--- src/rtl/midi_voice_alloc.sv ---
// MIDI note-on/note-off parser with running status feeding a 4-voice allocator.
// Voices are stolen oldest-first using a 2-bit age rank per voice.
module midi_voice_alloc #(
    parameter bit         OMNI    = 1'b1,
    parameter logic [3:0] CHANNEL = 4'h0
) (
    input  logic        clk,
    input  logic        rst_n,
    input  logic [7:0]  byte_in,
    input  logic        byte_valid,
    output logic [3:0]  voice_active,
    output logic [27:0] voice_note,
    output logic [27:0] voice_vel,
    output logic        steal,
    output logic [7:0]  led_out
);
    typedef enum logic [1:0] {NOSTAT, WAIT_D1, WAIT_D2} state_t;

    state_t          state_q, state_d;
    logic            rs_on_q, rs_on_d;
    logic [6:0]      note_lat_q, note_lat_d;
    logic            ev_vld_q, ev_vld_d;
    logic            ev_on_q, ev_on_d;
    logic [6:0]      ev_note_q, ev_note_d;
    logic [6:0]      ev_vel_q, ev_vel_d;

    logic [3:0]      active_q, active_d;
    logic [3:0][6:0] note_q, note_d;
    logic [3:0][6:0] vel_q, vel_d;
    logic [3:0][1:0] rank_q, rank_d;
    logic            steal_q, steal_d;
    logic [6:0]      led_q, led_d;

    always_comb begin
        state_d    = state_q;
        rs_on_d    = rs_on_q;
        note_lat_d = note_lat_q;
        ev_vld_d   = 1'b0;
        ev_on_d    = ev_on_q;
        ev_note_d  = ev_note_q;
        ev_vel_d   = ev_vel_q;
        if (byte_valid) begin
            if (byte_in[7]) begin
                // 0xF8-0xFF realtime bytes fall through untouched
                if (byte_in[7:3] != 5'b11111) begin
                    if ((byte_in[7:4] == 4'h8 || byte_in[7:4] == 4'h9) &&
                        (OMNI || byte_in[3:0] == CHANNEL)) begin
                        state_d = WAIT_D1;
                        rs_on_d = byte_in[4];
                    end else begin
                        state_d = NOSTAT;
                    end
                end
            end else begin
                case (state_q)
                    WAIT_D1: begin
                        note_lat_d = byte_in[6:0];
                        state_d    = WAIT_D2;
                    end
                    WAIT_D2: begin
                        ev_vld_d  = 1'b1;
                        ev_on_d   = rs_on_q && (byte_in[6:0] != 7'd0);
                        ev_note_d = note_lat_q;
                        ev_vel_d  = byte_in[6:0];
                        state_d   = WAIT_D1;
                    end
                    default: ;
                endcase
            end
        end
    end

    logic       m_hit, f_hit;
    logic [1:0] m_sel, f_sel, o_sel, sel, old_rank;
    logic [1:0] o_rank;

    always_comb begin
        m_hit = 1'b0;
        m_sel = 2'd0;
        f_hit = 1'b0;
        f_sel = 2'd0;
        for (int i = 3; i >= 0; i--) begin
            if (active_q[i] && note_q[i] == ev_note_q) begin
                m_hit = 1'b1;
                m_sel = 2'(i);
            end
            if (!active_q[i]) begin
                f_hit = 1'b1;
                f_sel = 2'(i);
            end
        end
        // Oldest = highest rank, lowest index on a tie
        o_sel  = 2'd0;
        o_rank = rank_q[0];
        for (int i = 1; i < 4; i++) begin
            if (rank_q[i] > o_rank) begin
                o_rank = rank_q[i];
                o_sel  = 2'(i);
            end
        end
    end

    always_comb begin
        active_d = active_q;
        note_d   = note_q;
        vel_d    = vel_q;
        rank_d   = rank_q;
        steal_d  = 1'b0;
        led_d    = led_q;
        sel      = o_sel;
        old_rank = 2'd3;
        if (ev_vld_q) begin
            if (ev_on_q) begin
                if (m_hit) begin
                    sel      = m_sel;
                    old_rank = rank_q[m_sel];
                end else if (f_hit) begin
                    sel = f_sel;
                end else begin
                    steal_d = 1'b1;
                end
                for (int i = 0; i < 4; i++) begin
                    if (2'(i) == sel)
                        rank_d[i] = 2'd0;
                    else if (rank_q[i] < old_rank)
                        rank_d[i] = rank_q[i] + 2'd1;
                end
                active_d[sel] = 1'b1;
                note_d[sel]   = ev_note_q;
                vel_d[sel]    = ev_vel_q;
                led_d         = ev_note_q;
            end else if (m_hit) begin
                active_d[m_sel] = 1'b0;
            end
        end
        if (active_d == 4'b0000)
            led_d = 7'd0;
    end

    always_ff @(posedge clk or negedge rst_n) begin
        if (!rst_n) begin
            state_q    <= NOSTAT;
            rs_on_q    <= 1'b0;
            note_lat_q <= 7'd0;
            ev_vld_q   <= 1'b0;
            ev_on_q    <= 1'b0;
            ev_note_q  <= 7'd0;
            ev_vel_q   <= 7'd0;
            active_q   <= 4'b0000;
            note_q     <= '0;
            vel_q      <= '0;
            rank_q     <= {2'd0, 2'd1, 2'd2, 2'd3};
            steal_q    <= 1'b0;
            led_q      <= 7'd0;
        end else begin
            state_q    <= state_d;
            rs_on_q    <= rs_on_d;
            note_lat_q <= note_lat_d;
            ev_vld_q   <= ev_vld_d;
            ev_on_q    <= ev_on_d;
            ev_note_q  <= ev_note_d;
            ev_vel_q   <= ev_vel_d;
            active_q   <= active_d;
            note_q     <= note_d;
            vel_q      <= vel_d;
            rank_q     <= rank_d;
            steal_q    <= steal_d;
            led_q      <= led_d;
        end
    end

    for (genvar g = 0; g < 4; g++) begin : g_out
        assign voice_note[7*g +: 7] = note_q[g];
        assign voice_vel[7*g +: 7]  = vel_q[g];
    end
    assign voice_active = active_q;
    assign steal        = steal_q;
    assign led_out      = {1'b0, led_q};
endmodule

--- config.mk ---
export PLATFORM = sky130hd
export DESIGN_NAME = midi_voice_alloc
export DESIGN_NICKNAME = d
export VERILOG_FILES = /design/src/rtl/midi_voice_alloc.sv
export SDC_FILE = /design/constraint.sdc
export NUM_CORES = 1
export LEC_CHECK = 0
export ABC_AREA = 1
export BUFFER_PORTS_ARGS = -buffer_cell sky130_fd_sc_hd__buf_4
export CAP_MARGIN = 20
export CORE_MARGIN = 8
export CORE_UTILIZATION = 31
export DETAILED_ROUTE_END_ITERATION = 16
export PLACE_DENSITY = 0.55
export SLEW_MARGIN = 20
export SYNTH_ARGS = -nofsm -noshare
export SYNTH_HDL_FRONTEND = slang
export SYNTH_SLANG_ARGS = --single-unit
--- constraint.sdc ---
create_clock -name clk -period 3.68 [get_ports clk]
set_input_delay 0.368 -clock clk [delete_from_list [all_inputs] [get_ports clk]]
set_output_delay 0.368 -clock clk [all_outputs]
set_load 0.02 [all_outputs]
==> flow_summary.toml, run 1 <==
[logic_synthesis]
synth_warnings = 0
synth_top_area_share_pct = 47.50
netlist_instances = 613
synthesis.nets = 636
synth.avg_cell_area_um2 = 8.422
ys_seq_area_share_pct = 49.54
ys_types = 37
synth_area_leaders = "dfrtp_1 (48%), nand2_1 (15%), inv_1 (4.7%), o21ai_0 (3.8%), o21ai_1 (3.6%)"
ys_seq_elements = 102
synthesis.area_mm2 = 0.005162
yosysTopAreaCell = "dfrtp_1"

[timing]
tightest_slew_ns = 0.6987
setup_violations = 0
drv_slew = 0
relSlewSlack_pct = 53.42
layout_min_cycle_time_ns = 3.524
max_freq_mhz = 283.8
hold_viol = 0
fin_crit_sh_pct = 95.76
clock-skew-final_ns = 0.008976
tns_ns = 0
setup_ws_ns = 0.1562

[global_route]
grt_max_degree = 55
grt_usage_pct = 12.93
antenna_found_initial = 0
grt_pass1_vias = 4154
grt_pass1_wl_mm = 22.10
grt-ovfl-total = 0

[route]
wl_met3_um = 669
met1_length_mm = 6.650
dr_wl_met2_mm = 6.712
wl_per_cell_um = 15.32
dr_total_vias = 4328
wl_mm = 14.24
route.detailed.drc = 0
antenna_left = 0
drtIter0Drc = 245
highest_layer = "met4"
via_per_inst = 4.659
dr.pass1.iters = 5

[placed_design]
routabilityCongestion = 0.8459
pre_cts_ws_ns = -0.1001
dp_hpwl_mm = 10.39
numPortBuffers = 78
placedCellCount = 905

[floorplanning]
coreArea_mm2 = 0.01641
die_w_um = 145.0
rows = 47
dieArea_mm2 = 0.02104
die_h_um = 145.0
start_util_pct = 31.46
pin_count = 80

[setup_path]
cp-start-kind = "register"
reg2reg_slack_ns = 0.16
cp.depth = 24
crit_family = "simple AND/OR/NAND/NOR gates"
crit_buf_inv = 5
crit_path_cell_trace = "inv_2 -> buf_4 -> ha_1 -> nor2_1 -> a21oi_2 -> nand2_1 -> o21ai_2 -> ha_1 -> inv_1 -> o22ai_2 -> nand2_1 -> o21ai_2 -> ha_1 -> nand2_1 -> o21ai_1 -> nand3_1 -> nand3_2 -> a21oi_4 -> inv_2 -> nor2_4 -> nand2_4 -> clkbuf_16 -> nand2_1 -> o21ai_1"
r2r-start = "rank_q[1]$_DFFE_PN1P_"
critPathMaxStageDelay_ns = 0.56
worstSetupStartpoint = "rank_q[1]$_DFFE_PN1P_"
crit_path_frequent_cell = "nand2_1"
required_ns = 3.91
critPathMaxFanout = 8
cp-end-kind = "register"
r2r_cells = 24
timing_worst_setup_path_type = "reg -> reg"
critPathSlowestCell = "dfstp_2"
crit_arrival_ns = 3.76

[clocking]
cts_hold_buffers = 0
htree_levels = 3
root_buffer = "clkbuf_16"
cts_buffers = 9
clk_pin_slew_ns = 0.08
cts.sinks = 102
insertion_delay_ns = 0.35
tritoncts = "done"
clk_path_buf_depth = 2

[finish]
instances_no_fill = 929
drive_above_1_share_pct = 25.95
n_fill_cell = 1688
mostFrequentLayoutCells = "nand2_1 (198), dfrtp_1 (98), buf_4 (90)"
antenna_cells = 0
area_growth_pct = 24.94
final_common_cell = "nand2_1"
nets = 727

[power_and_ir_drop]
power.density_cell_area_mw_per_mm2 = 725.4
switchingPower_w = 0.001942
combPwrFrac_pct = 41.8
p_int_w = 0.002737
irDropWorstVdd_mv = 0.2465
leakage_nw = 3.273
switching_share_pct = 41.50
clockPowerShare_pct = 21.1
p_seq_share_pct = 37.1

[worst_hold_path]
hp-class = "in -> async"

[flow_run]
cap_violations = 0

[run_status]
outcome = "complete, no violations"
## synthesized netlist by cell type
library cell	count
a21boi_1	6
a21oi_1	4
a21oi_2	1
a21oi_4	1
a311oi_1	1
a31oi_1	1
buf_2	2
buf_4	2
buf_6	9
clkbuf_1	4
clkinv_1	2
conb_1	1
dfrtp_1	98
dfstp_2	4
ha_1	12
inv_1	65
inv_2	11
nand2_1	200
nand2_2	7
nand2_4	7
nand3_1	22
nand3_4	1
nand4_1	5
nor2_1	18
nor2_2	7
nor2_4	5
nor3_1	3
nor3b_1	1
nor4_1	1
o211ai_1	1
o21ai_0	39
o21ai_1	37
o21ai_2	17
o22ai_1	3
o31ai_1	3
xnor2_1	9
xor2_1	3
## flip-flops by register name, indices dropped and copies added (netlist names), 4 cells and up
name,flops
ev_vel_q,7
note_lat_q,7
voice_note,28
voice_active,4
voice_vel,28
led_q,7
rank_q,8
ev_note_q,7
## cell type report
class                      instances  area [um2]  share of cell area, %
multi-input combinational        416        2211                  34.28
inverter                          78       292.8                  4.539
clock buffer                       9       225.2                  3.492
clock inverter                     7       80.08                  1.242
tap                              220       275.3                  4.268
sequential                       102        2557                  39.65
timing repair buffer              97       808.3                  12.53
## what timing repair did
action                                  4_1_cts  5_1_grt
gates resized for setup                       2       12
endpoints found under the setup margin       49       71
cloned                                        0        3
buffers inserted                              0        5
pin swaps                                     1       12
## power groups by stage
stage	clock, W	sequential (W)	combinational [W]
2_1_floorplan	0	0.00184	0.00106
3_3_place_gp	0	0.00175	0.00178
3_5_place_dp	0	0.00176	0.00182
4_1_cts	0.00101	0.00174	0.00185
5_1_grt	0.00105	0.00178	0.00218
6_report	0.000987	0.00174	0.00195
## final timing paths
path                                              end
setup reg to reg           voice_note[16]$_DFFE_PN0P_
min in group clk                  rs_on_q$_DFFE_PN0P_
setup / recovery           voice_note[16]$_DFFE_PN0P_
hold reg to reg              ev_note_q[5]$_DFFE_PN0P_
max in group asynchronous       rank_q[1]$_DFFE_PN1P_
hold / removal              voice_vel[24]$_DFFE_PN0P_
## kinds of logic after synthesis
group / after synthesis / share of synthesized area, %
simple gates: 277 / 23.80
compound gates: 114 / 13.23
flops: 102 / 49.54
buf+inv: 95 / 8.410
xor+xnor: 12 / 2.036
fa+ha+maj: 12 / 2.908
other cells: 1 / 0.07264
## metal layers
layer  up-vias  global-route usage (%)
li1       2134                       -
met1      2077                   17.14
met5         -                       0
met4         0                   4.314
met2       102                   20.51
met3        15                   2.799
## per-stage QoR
stage	power (W)	hold WS [ns]	area, um2	util (%)
after floorplan	0.002897	0.07241	5162	-
after global placement	0.003529	0.4621	6002	36.58
after detailed placement	0.003577	0.4626	6002	36.58
after CTS	0.004598	0.08792	6317	38.50
after global routing	0.005009	0.1197	6450	39.31
final	0.004679	0.06733	6450	39.31
(Power assumes the default switching activity.)
==> run 2, diff against run 1 <==
--- a/config.mk
+++ b/config.mk
@@ -8,10 +8,12 @@
 export ABC_AREA = 1
 export BUFFER_PORTS_ARGS = -buffer_cell sky130_fd_sc_hd__buf_4
 export CAP_MARGIN = 20
+export CELL_PAD_IN_SITES_DETAIL_PLACEMENT = 1
+export CELL_PAD_IN_SITES_GLOBAL_PLACEMENT = 1
 export CORE_MARGIN = 8
 export CORE_UTILIZATION = 31
 export DETAILED_ROUTE_END_ITERATION = 16
-export PLACE_DENSITY = 0.55
+export PLACE_DENSITY = 0.68
 export SLEW_MARGIN = 20
 export SYNTH_ARGS = -nofsm -noshare
 export SYNTH_HDL_FRONTEND = slang
==> constraint.sdc (replaced) <==
create_clock -name clk -period 3.68 [get_ports clk]
set_input_delay 0.368 -clock clk [delete_from_list [all_inputs] [get_ports clk]]
set_output_delay 0.368 -clock clk [all_outputs]
set_load 0.005 [all_outputs]
==> run 2 against run 1 <==
Clock-buffer cell count is 2 higher; power is 0.19% lower; worst setup slack worse by 0.0087 ns; via count is 2.6% higher; largest power group unchanged; utilization is 2.2 points higher; combinational power is 2% lower; sequential power hardly changed; register-to-register slack hardly changed; sequential share of layout area is 2.1 points lower; non-clock buffer count is 5 higher.
==> flow_summary.toml, run 2 (synthesis results as in run 1) <==
[placed_design]
placedCellCount = 908
numPortBuffers = 78
dp_hpwl_mm = 11.41
routabilityCongestion = 0.8336

[power_and_ir_drop]
finalPower_w = 0.004670
combPwrFrac_pct = 41.0
p_int_w = 0.002780
switching_share_pct = 40.46
leakage_nw = 3.384
switchingPower_w = 0.001889
power.density_cell_area_mw_per_mm2 = 686.3
p_seq_share_pct = 37.6
clockPowerShare_pct = 21.4
irDropWorstVdd_mv = 0.2607

[timing]
rsz0062_at_grt = "yes"
max_freq_mhz = 283.1
layout_min_cycle_time_ns = 3.533
tightest_slew_ns = 0.9223
relSlewSlack_pct = 38.51
drv_slew = 0
whs_ns = 0.1281
fin_crit_sh_pct = 95.99
setup_violations = 0
hold_viol = 0
clock-skew-final_ns = 0.008408

[clocking]
root_buffer = "clkbuf_16"
insertion_delay_ns = 0.36
cts.sinks = 102
clk_pin_slew_ns = 0.07
clk_path_buf_depth = 2
cts_buffers = 9
tritoncts = "done"
htree_levels = 3

[setup_path]
timing_worst_setup_path_type = "reg -> reg"
crit_family = "simple AND/OR/NAND/NOR gates"
critPathMaxFanout = 5
crit_path_cell_trace = "inv_2 -> ha_4 -> nor2_4 -> nor2_4 -> a21oi_4 -> o21ai_2 -> ha_1 -> inv_1 -> o22ai_2 -> nand2_1 -> o21ai_1 -> ha_1 -> nand2_1 -> o21ai_2 -> nand3_1 -> nand3_2 -> a21oi_4 -> inv_2 -> nor2_4 -> nand2_8 -> clkbuf_16 -> nand2_4 -> o21ai_2"
crit_arrival_ns = 3.77
cp-start-kind = "register"
required_ns = 3.92
cp-end-kind = "register"
critPathSlowestCell = "dfstp_2"
critPathMaxStageDelay_ns = 0.54
crit_buf_inv = 4

[global_route]
grt_usage_pct = 15.01
grt-ovfl-total = 0
grt_pass1_vias = 4813
grt_pass1_wl_mm = 25.44
grt_max_degree = 69
antenna_found_initial = 0

[floorplanning]
die_w_um = 145.0
pin_count = 80
dieArea_mm2 = 0.02104
die_h_um = 145.0
coreArea_mm2 = 0.01641
start_util_pct = 31.46
rows = 47

[finish]
drive_above_1_share_pct = 33.05
area_growth_pct = 31.80
antenna_cells = 0
n_fill_cell = 1905
mostFrequentLayoutCells = "nand2_1 (170), dfrtp_1 (98), buf_4 (90)"
final_common_cell = "nand2_1"
nets = 733
instances_no_fill = 934

[worst_hold_path]
hp-class = "in -> async"

[route]
via_per_inst = 4.754
wl_mm = 16.12
drtIter0Drc = 233
wl_per_cell_um = 17.26
route.detailed.drc = 0
dr_total_vias = 4440
antenna_left = 0
dr.pass1.iters = 4

[run_status]
outcome = "complete, no violations"

[flow_run]
cap_violations = 0
[run 2: stage by stage]
stage               utilization [%]  setup slack (ns)  TNS [ns]  cell area (um2)
floorplan                         -            0.2669         0             5162
global placement              36.80           0.08270         0             6037
detailed placement            36.80           -0.1038    -2.631             6037
CTS                           38.75          0.005438         0             6357
global route                  41.47          -0.06238    -1.371             6804
finish                        41.47            0.1475         0             6804
[run 2: final cells by class]
cell class / instances / area [um2] / share of cell area, %
flip-flops and latches: 102 / 2557 / 37.59
multi-input cells: 417 / 2454 / 36.06
repair buffers: 102 / 918.4 / 13.50
inverters: 78 / 292.8 / 4.303
well taps: 220 / 275.3 / 4.046
clock buffers: 11 / 252.7 / 3.715
clock inverters: 4 / 53.80 / 0.7907
[run 2: worst paths after layout]
kind / endpoint / slack, ns / depth (start not counted) / from
setup reg to reg: voice_vel[27]$_DFFE_PN0P_ / 0.15 / 23 / rank_q[3]$_DFFE_PN1P_
max in group asynchronous: voice_note[22]$_DFFE_PN0P_ / 2.70 / 2 / rst_n
hold / removal: rank_q[5]$_DFFE_PN0P_ / 0.13 / 1 / rst_n
setup / recovery: voice_vel[27]$_DFFE_PN0P_ / 0.15 / 23 / rank_q[3]$_DFFE_PN1P_
min in group clk: rs_on_q$_DFFE_PN0P_ / 0.34 / 3 / byte_in[4]
hold reg to reg: voice_vel[0]$_DFFE_PN0P_ / 0.49 / 2 / voice_vel[0]$_DFFE_PN0P_
[run 2: power groups by stage]
stage          logic (W)  registers [W]  clock network (W)
3_3_place_gp     0.00164        0.00175                  0
3_5_place_dp     0.00172        0.00176                  0
2_1_floorplan    0.00106        0.00168                  0
6_report         0.00191        0.00175            0.00100
5_1_grt          0.00216        0.00180            0.00106
4_1_cts          0.00176        0.00175            0.00103
[run 2: what timing repair did]
action | 4_1_cts | 5_1_grt
buffers inserted | 0 | 5
gates cloned | 0 | 6
hold buffers | 0 | 0
resized for setup | 4 | 77
endpoints found under the setup margin | 69 | 73
pin swaps | 3 | 13
[run 2: metal layers]
| layer | routed length, um | up-vias | GRT usage (%) | share of wire (%) |
|---|---|---|---|---|
| met4 | 274 | 0 | 5.260 | 1.7 |
| met1 | 7239 | 2200 | 18.59 | 45 |
| met3 | 561 | 19 | 3.078 | 3.5 |
| met5 | 0 | - | 0 | 0 |
| li1 | - | 2140 | - | - |
| met2 | 8042 | 81 | 25.42 | 50 |
==> run 3, diff against run 2 <==
--- a/config.mk
+++ b/config.mk
@@ -13,7 +13,7 @@
 export CORE_MARGIN = 8
 export CORE_UTILIZATION = 31
 export DETAILED_ROUTE_END_ITERATION = 16
-export PLACE_DENSITY = 0.68
+export PLACE_DENSITY = 0.65
 export SLEW_MARGIN = 20
 export SYNTH_ARGS = -nofsm -noshare
 export SYNTH_HDL_FRONTEND = slang
==> constraint.sdc (replaced) <==
create_clock -name clk -period 3.8 [get_ports clk]
set_input_delay 0.38 -clock clk [delete_from_list [all_inputs] [get_ports clk]]
set_output_delay 0.38 -clock clk [all_outputs]
set_load 0.005 [all_outputs]
==> run 3 against run 2 <==
Clock power is essentially flat; largest power group is now sequential cells; final area shrank 6.2%; final cell count shrank 1.2%; clock skew is essentially flat; worst hold slack lost 0.097 ns; sequential power shrank 3%; worst setup slack gained 0.080 ns; largest cell class unchanged.
==> flow_summary.toml, run 3 (synthesis results as in run 1) <==
[run_status]
outcome = "complete, no violations"

[timing]
max_freq_mhz = 279.9
whs_ns = 0.03079
setup_violations = 0
layout_min_cycle_time_ns = 3.573
relSlewSlack_pct = 51.51
tns_ns = 0
drv_slew = 0
fin_crit_sh_pct = 94.02
hold_viol = 0
tightest_slew_ns = 0.7258
clock-skew-final_ns = 0.008455

[clocking]
clk_path_buf_depth = 2
htree_levels = 3
cts_buffers = 9
tritoncts = "done"
insertion_delay_ns = 0.35
root_buffer = "clkbuf_16"
cts_hold_buffers = 0
cts.sinks = 102
clk_pin_slew_ns = 0.08

[floorplanning]
die_h_um = 145.0
rows = 47
die_w_um = 145.0
dieArea_mm2 = 0.02104
start_util_pct = 31.46
pin_count = 80
coreArea_mm2 = 0.01641

[finish]
instances_no_fill = 923
nets = 721
final_common_cell = "nand2_1"
area_growth_pct = 23.63
antenna_cells = 0
mostFrequentLayoutCells = "nand2_1 (199), dfrtp_1 (98), buf_4 (85)"
drive_above_1_share_pct = 24.75

[route]
dr_total_vias = 4351
antenna_left = 0
dr.pass1.iters = 4
wl_mm = 15.31
via_per_inst = 4.714
drtIter0Drc = 189
wl_per_cell_um = 16.58
route.detailed.drc = 0

[setup_path]
crit_path_cell_trace = "inv_1 -> ha_1 -> nor2_1 -> nor2_1 -> a21oi_2 -> nand2_1 -> o21ai_2 -> ha_1 -> inv_2 -> o22ai_4 -> nand2_1 -> o21ai_1 -> ha_1 -> nand2_1 -> o21ai_1 -> nand3_1 -> nand3_2 -> a21oi_4 -> inv_2 -> nor2_4 -> nand2_4 -> buf_12 -> o21ai_1"
timing_worst_setup_path_type = "reg -> reg"
r2r_cells = 23
reg2reg_slack_ns = 0.23
crit_arrival_ns = 3.84
critPathMaxStageDelay_ns = 0.56
cp-start-kind = "register"
required_ns = 4.06
critPathSlowestCell = "dfstp_2"
cp-end-kind = "register"
critPathMaxFanout = 11

[placed_design]
routabilityCongestion = 0.7796
numPortBuffers = 78
placedCellCount = 904
dp_hpwl_mm = 11.55

[global_route]
grt_pass1_wl_mm = 24.96
antenna_found_initial = 0
grt-ovfl-total = 0
grt_max_degree = 47
grt_usage_pct = 14.69
grt_pass1_vias = 4627

[worst_hold_path]
hp-class = "in -> async"

[flow_run]
cap_violations = 0

[power_and_ir_drop]
leakage_nw = 3.230
power.density_cell_area_mw_per_mm2 = 684.6
irDropWorstVdd_mv = 0.2369
run 3: cell count changes in the layout (fill, tap and decap cells not counted), moves of 5 or more:
cell,delta
nand2_1,+29
nand2_2,-17
o21ai_1,+15
o21ai_2,-15
nand2_4,-12
buf_4,-5
run 3: worst paths after layout:
| path | to | from |
|---|---|---|
| hold reg to reg | voice_vel[14]$_DFFE_PN0P_ | voice_vel[14]$_DFFE_PN0P_ |
| max in group asynchronous | rank_q[3]$_DFFE_PN1P_ | rst_n |
| setup / recovery | voice_vel[18]$_DFFE_PN0P_ | rank_q[1]$_DFFE_PN1P_ |
| setup reg to reg | voice_vel[18]$_DFFE_PN0P_ | rank_q[1]$_DFFE_PN1P_ |
| min in group clk | rs_on_q$_DFFE_PN0P_ | byte_valid |
| hold / removal | rank_q[5]$_DFFE_PN0P_ | rst_n |
run 3: timing repair:
| action | CTS | global route |
|---|---|---|
| pin swaps | 0 | 6 |
| setup endpoints to repair | 71 | 71 |
| cloned | 0 | 1 |
| resized for setup | 3 | 11 |
| setup buffers | 0 | 2 |
run 3: worst max-delay path, delay by kind of cell (launching register included):
family                   cells  cell delay, ns
AO/OA/AOI/OAI                7            0.84
buffers and inverters        4            0.42
flip-flops                   1            0.56
AND/OR/NAND/NOR              9            0.80
adder cells (fa/ha/maj)      3            0.85
run 3: power by group:
part           internal [W]  total (W)  switching (W)
Combinational      0.000677    0.00168        0.00100
Sequential          0.00138    0.00170       0.000315
Clock              0.000554   0.000992       0.000439
Total               0.00261    0.00437        0.00176
run 3: per-stage QoR:
stage / setup WS (ns) / cell area [um2] / utilization [%] / total power [W]
2_1_floorplan: 0.3869 / 5162 / - / 0.002654
3_3_place_gp: 0.1041 / 5982 / 36.46 / 0.003244
3_5_place_dp: -0.1777 / 5982 / 36.46 / 0.003328
4_1_cts: 0.02779 / 6309 / 38.45 / 0.004363
5_1_grt: -0.01116 / 6382 / 38.90 / 0.004713
6_report: 0.2271 / 6382 / 38.90 / 0.004369
run 3: routing by layer:
metal	routed length, um	global-route usage [%]	vias to the layer above
met2	7688	25.12	49
met4	199	4.419	0
met1	7035	18.44	2172
li1	-	-	2118
met5	0	0	-
met3	382	2.705	12
run 3: layout make-up:
type | instances | area (um2)
clock buffer | 11 | 252.7
clock inverter | 5 | 63.81
fill | 1924 | 10020
inverter | 78 | 292.8
multi-input combinational | 416 | 2200
sequential | 102 | 2557
tap | 220 | 275.3
timing repair buffer | 91 | 740.7
